$ cat config.mk
export PLATFORM = sky130hd
export DESIGN_NAME = dmem_arbiter
export DESIGN_NICKNAME = d
export VERILOG_FILES = /design/src/rtl/dmem_arbiter.sv
export SDC_FILE = /design/constraint.sdc
export NUM_CORES = 2
export LEC_CHECK = 0
export BUFFER_PORTS_ARGS = -buffer_cell sky130_fd_sc_hd__buf_2
export CORE_MARGIN = 2
export CORE_UTILIZATION = 24
export CTS_BUF_LIST = sky130_fd_sc_hd__clkbuf_4 sky130_fd_sc_hd__clkbuf_8
export CTS_CLUSTER_SIZE = 30
export DETAILED_ROUTE_END_ITERATION = 8
export GPL_TIMING_DRIVEN = 1
export PLACE_DENSITY = 0.45
export SLEW_MARGIN = 20
export SYNTH_ARGS = -nofsm -noshare
export SYNTH_HDL_FRONTEND = slang
export SYNTH_SLANG_ARGS = --single-unit
$ cat constraint.sdc
create_clock -name clk -period 7.5 [get_ports clk]
set_input_delay 0.75 -clock clk [delete_from_list [all_inputs] [get_ports clk]]
set_output_delay 0.75 -clock clk [all_outputs]
set_load 0.01 [all_outputs]
$ cat src/rtl/dmem_arbiter.sv
// Single-port data RAM plus switch/display I/O slot shared by CPU and DBG ports.
// CPU has fixed priority; a wait counter forces a DBG grant after MAX_WAIT denials.
module dmem_arbiter #(
  parameter int AW       = 8,
  parameter int DW       = 8,
  parameter int IO_ADDR  = 255,
  parameter int MAX_WAIT = 4
) (
  input  logic          clk,
  input  logic          sync_rst,
  input  logic          clk_en,
  input  logic          cpu_req,
  input  logic          cpu_we,
  input  logic [AW-1:0] cpu_addr,
  input  logic [DW-1:0] cpu_wdata,
  output logic          cpu_gnt,
  output logic          cpu_stall,
  output logic [DW-1:0] cpu_rdata,
  output logic          cpu_rvalid,
  input  logic          dbg_req,
  input  logic          dbg_we,
  input  logic [AW-1:0] dbg_addr,
  input  logic [DW-1:0] dbg_wdata,
  output logic          dbg_gnt,
  output logic [DW-1:0] dbg_rdata,
  output logic          dbg_rvalid,
  input  logic [DW-1:0] switches,
  output logic [DW-1:0] disp
);
  localparam int             WCW   = $clog2(MAX_WAIT + 1);
  localparam int             DEPTH = 2**AW - 1;
  localparam logic [AW-1:0]  IO_A  = AW'(IO_ADDR);
  localparam logic [WCW-1:0] MAX_W = WCW'(MAX_WAIT);

  logic [DW-1:0]  ram_q [DEPTH];
  logic [WCW-1:0] wait_cnt_q, wait_cnt_d;
  logic [DW-1:0]  disp_q, disp_d;
  logic [DW-1:0]  cpu_rdata_q, cpu_rdata_d;
  logic [DW-1:0]  dbg_rdata_q, dbg_rdata_d;
  logic           cpu_rvalid_q, cpu_rvalid_d;
  logic           dbg_rvalid_q, dbg_rvalid_d;

  logic           en, force_win, any_gnt, acc_we, acc_io, ram_we;
  logic           cpu_rd, dbg_rd;
  logic [AW-1:0]  acc_addr;
  logic [DW-1:0]  acc_wdata, rd_word;

  always_comb begin
    en        = clk_en & ~sync_rst;
    force_win = dbg_req & (wait_cnt_q == MAX_W);
    dbg_gnt   = en & dbg_req & (~cpu_req | force_win);
    cpu_gnt   = en & cpu_req & ~dbg_gnt;
    cpu_stall = cpu_req & ~cpu_gnt;
  end

  // Only one requester can hold the grant, so one shared access path suffices.
  always_comb begin
    any_gnt   = cpu_gnt | dbg_gnt;
    acc_addr  = dbg_gnt ? dbg_addr  : cpu_addr;
    acc_we    = dbg_gnt ? dbg_we    : cpu_we;
    acc_wdata = dbg_gnt ? dbg_wdata : cpu_wdata;
    acc_io    = (acc_addr == IO_A);
    rd_word   = acc_io ? switches : ram_q[acc_addr];
    ram_we    = any_gnt & acc_we & ~acc_io;
    cpu_rd    = cpu_gnt & ~cpu_we;
    dbg_rd    = dbg_gnt & ~dbg_we;
  end

  always_comb begin
    wait_cnt_d   = wait_cnt_q;
    disp_d       = disp_q;
    cpu_rdata_d  = cpu_rdata_q;
    dbg_rdata_d  = dbg_rdata_q;
    cpu_rvalid_d = cpu_rvalid_q;
    dbg_rvalid_d = dbg_rvalid_q;
    if (clk_en) begin
      cpu_rvalid_d = cpu_rd;
      dbg_rvalid_d = dbg_rd;
      if (cpu_rd) cpu_rdata_d = rd_word;
      if (dbg_rd) dbg_rdata_d = rd_word;
      if (any_gnt & acc_we & acc_io) disp_d = acc_wdata;
      if (~dbg_req | dbg_gnt) begin
        wait_cnt_d = '0;
      end else if (wait_cnt_q != MAX_W) begin
        wait_cnt_d = wait_cnt_q + WCW'(1);
      end
    end
  end

  always_ff @(posedge clk) begin
    if (sync_rst) begin
      wait_cnt_q   <= '0;
      disp_q       <= '0;
      cpu_rdata_q  <= '0;
      dbg_rdata_q  <= '0;
      cpu_rvalid_q <= 1'b0;
      dbg_rvalid_q <= 1'b0;
    end else begin
      wait_cnt_q   <= wait_cnt_d;
      disp_q       <= disp_d;
      cpu_rdata_q  <= cpu_rdata_d;
      dbg_rdata_q  <= dbg_rdata_d;
      cpu_rvalid_q <= cpu_rvalid_d;
      dbg_rvalid_q <= dbg_rvalid_d;
    end
  end

  always_ff @(posedge clk) begin
    if (ram_we) ram_q[acc_addr] <= acc_wdata;
  end

  assign cpu_rdata  = cpu_rdata_q;
  assign dbg_rdata  = dbg_rdata_q;
  assign cpu_rvalid = cpu_rvalid_q;
  assign dbg_rvalid = dbg_rvalid_q;
  assign disp       = disp_q;
endmodule

==> results.yml <==
placed_design:
  io_buffer_count: 75
  place_worst_setup_slack_ps: 696
  post-dp-hpwl_um: 168000
  place_congestion: 0.818
  placed_area_um2: 90500
setup_path:
  worstSetupStartpoint: "wait_cnt_q[0]"
  cp-end-kind: "register"
  worstPathRequired_ps: 8300
  crit_arrival_ps: 7310
  path_class: "register to register"
  cp_max_fo: 60
  r2r_start: "wait_cnt_q[0]"
  start_kind: "register"
sta:
  fin_crit_sh_pct: 86.8
  finalCriticalPeriod_ps: 6510
  finalHoldWorstSlack_ps: 119
  fmax_mhz: 154
  maxSlewHeadroom_pct: 14.4
  setup_violations: 0
  skew_ps: 58.2
  finalHoldViolations: 0
  tns_ps: 0
  setup_slack_ps: 992
  rsz0062_at_grt: "no"
  worstMarginPinSlew_ps: 1270
  slew_violations: 0
pwr:
  p_sw_uw: 5890
  p_comb_share_pct: 6.8
  leakage_uw: 0.0316
  switching_share_pct: 24.1
  p_int_uw: 18600
  pwr-share-seq_pct: 52.2
  p_per_area_nw_per_um2: 251
  ir_drop_uv: 120
  pwr-share-clk_pct: 41.0
routing:
  wl_um: 278000
  remaining_drc_errors: 0
  firstDrtPassIters: 5
  viasPerCell: 4.76
  dr_total_vias: 50100
  antenna_left: 0
  wire_per_inst_um: 26.4
  drt_iter0_markers: 4991
grt:
  grt_overflow: 0
  grt_pass1_vias: 49800
  antenna_found_initial: 12
  grt_max_degree: 141
  grt_pass1_wl_um: 389000
  grtUsageTotal_pct: 15.2
yosys:
  seq_area_frac_synth_pct: 73.6
  synthFlopType: "edfxtp_1"
  yosys-top-cells-area: "edfxtp_1, mux2i_1, o22ai_1, nand2_1, mux2_2"
  yosys_warnings: 0
  async_reset_ff_share_pct: 0
  synth_cells: 5363
  synth.top_cell.area_share_pct: 72.9
  synth_seq_cells: 2069
  synth.distinct_cells: 68
  syn_area_um2: 84000
  synth_top_cell_by_area: "edfxtp_1"
  synthMostInstantiatedCell: "edfxtp_1"
  synth_edf_count: 2040
  syn_nets: 5412
  syn_area_per_cell_um2: 15.7
  synth_common_cells: "edfxtp_1, mux2i_1, nand2_1"
clocking:
  numClockSinks: 2069
  ctsHtreeMaxLevel: 5
  clock_latency_ps: 970
  clkTransAtPathRegs_ps: 60
  clock_path_buffers: 4
  post_cts_buffers: 0
  cts_buffers: 359
  cts_tree: "yes"
  cts_resized: 0
  hold_buffers: 0
  cts-root-buf: "clkbuf_8"
cells_and_area:
  areaGrowthSynthToFinish_pct: 15.9
  fin_area_um2: 97400
  n_fill_cell: 35000
  final_nets: 5706
  drive_gt1_share_pct: 17.3
die:
  die_area_um2: 355000
  core_area_um2: 349000
  start_util_pct: 24.1
  chipHeight_um: 596
  rows: 217
  dieWidth_um: 596
  io_pins: 76
status:
  outcome: "complete, no violations"
run:
  max-cap-violations: 0
worst_hold_path:
  worstHoldStart: "switches[7]"
  hp-class: "input pin to register"
[stage by stage]
stage               instances  power [uW]  utilization, %
floorplan                5363       14000               -
global placement         9894       14700            25.9
detailed placement       9894       14700            25.9
CTS                     10500       24700            27.9
global route            10500       25300            27.9
finish                  10500       24500            27.9
[worst paths after layout]
path	slack (ps)	cells past startpoint	endpoint
max	990	14	cpu_rdata[5]
min	120	3	dbg_rdata[7]
max reg2reg	990	14	cpu_rdata[5]
min reg2reg	490	2	wait_cnt_q[1]
[routing by layer]
layer	GRT usage [%]	part of all wire [%]
met5	0	0.0047
met3	2.63	5.9
met1	20.6	44
met4	4.88	2.8
met2	24.5	47
[power groups by stage]
stage	clock, uW	sequential (uW)	combinational [uW]
2_1_floorplan	0	13100	899
3_3_place_gp	0	13000	1660
3_5_place_dp	0	13000	1670
4_1_cts	10300	12800	1670
5_1_grt	10800	12800	1740
6_report	10000	12800	1660
[registers in the layout, indices dropped and copies added (netlist names)]
signal,count
cpu_rdata,8
cpu_rvalid,1
dbg_rdata,8
dbg_rvalid,1
disp,8
ram_q,2040
wait_cnt_q,3
[cell usage in the layout (no fill, tap or decap), drive strengths merged, types with 88 or more instances in the layout]
cell	instances
clkbuf	476
nand3	94
o21ai	91
nand2b	150
a21oi	269
clkinv	127
buf	309
mux2	124
nand2	418
edfxtp	2040
a311oi	88
mux2i	634
o22ai	290
nor2	307
[cell families after synthesis]
family                   synth area share, %
AO/OA/AOI/OAI                           8.67
multiplexers                            9.22
flip-flops                              73.6
AND/OR/NAND/NOR                         5.83
adder cells (fa/ha/maj)               0.0298
buffers and inverters                   2.64
XOR/XNOR                              0.0104
[area by class of cell]
| type | count | area [um2] | area share, % |
|---|---|---|---|
| tap | 4599 | 5750 | 5.91 |
| clock inverter | 153 | 921 | 0.946 |
| clock buffer | 476 | 5870 | 6.03 |
| timing repair buffer | 309 | 2580 | 2.65 |
| sequential | 2069 | 61800 | 63.5 |
| multi-input combinational | 2910 | 20300 | 20.9 |
| antenna | 12 | 30.0 | 0.0308 |
| inverter | 8 | 30.0 | 0.0308 |
[critical path, cell delays in order (launching register included)]
cell and delay (ps):
dfxtp_1 310, inv_1 90, ha_1 280, a21bo_4 390, buf_4 710, nand3_4 190, nand2_8 680, buf_4 490
mux2_2 420, a22o_1 300, o41ai_1 880, nand4_1 170, a21oi_1 960, or4_1 260, a311oi_2 90
No activity file was read; power rests on OpenSTA's default activity.
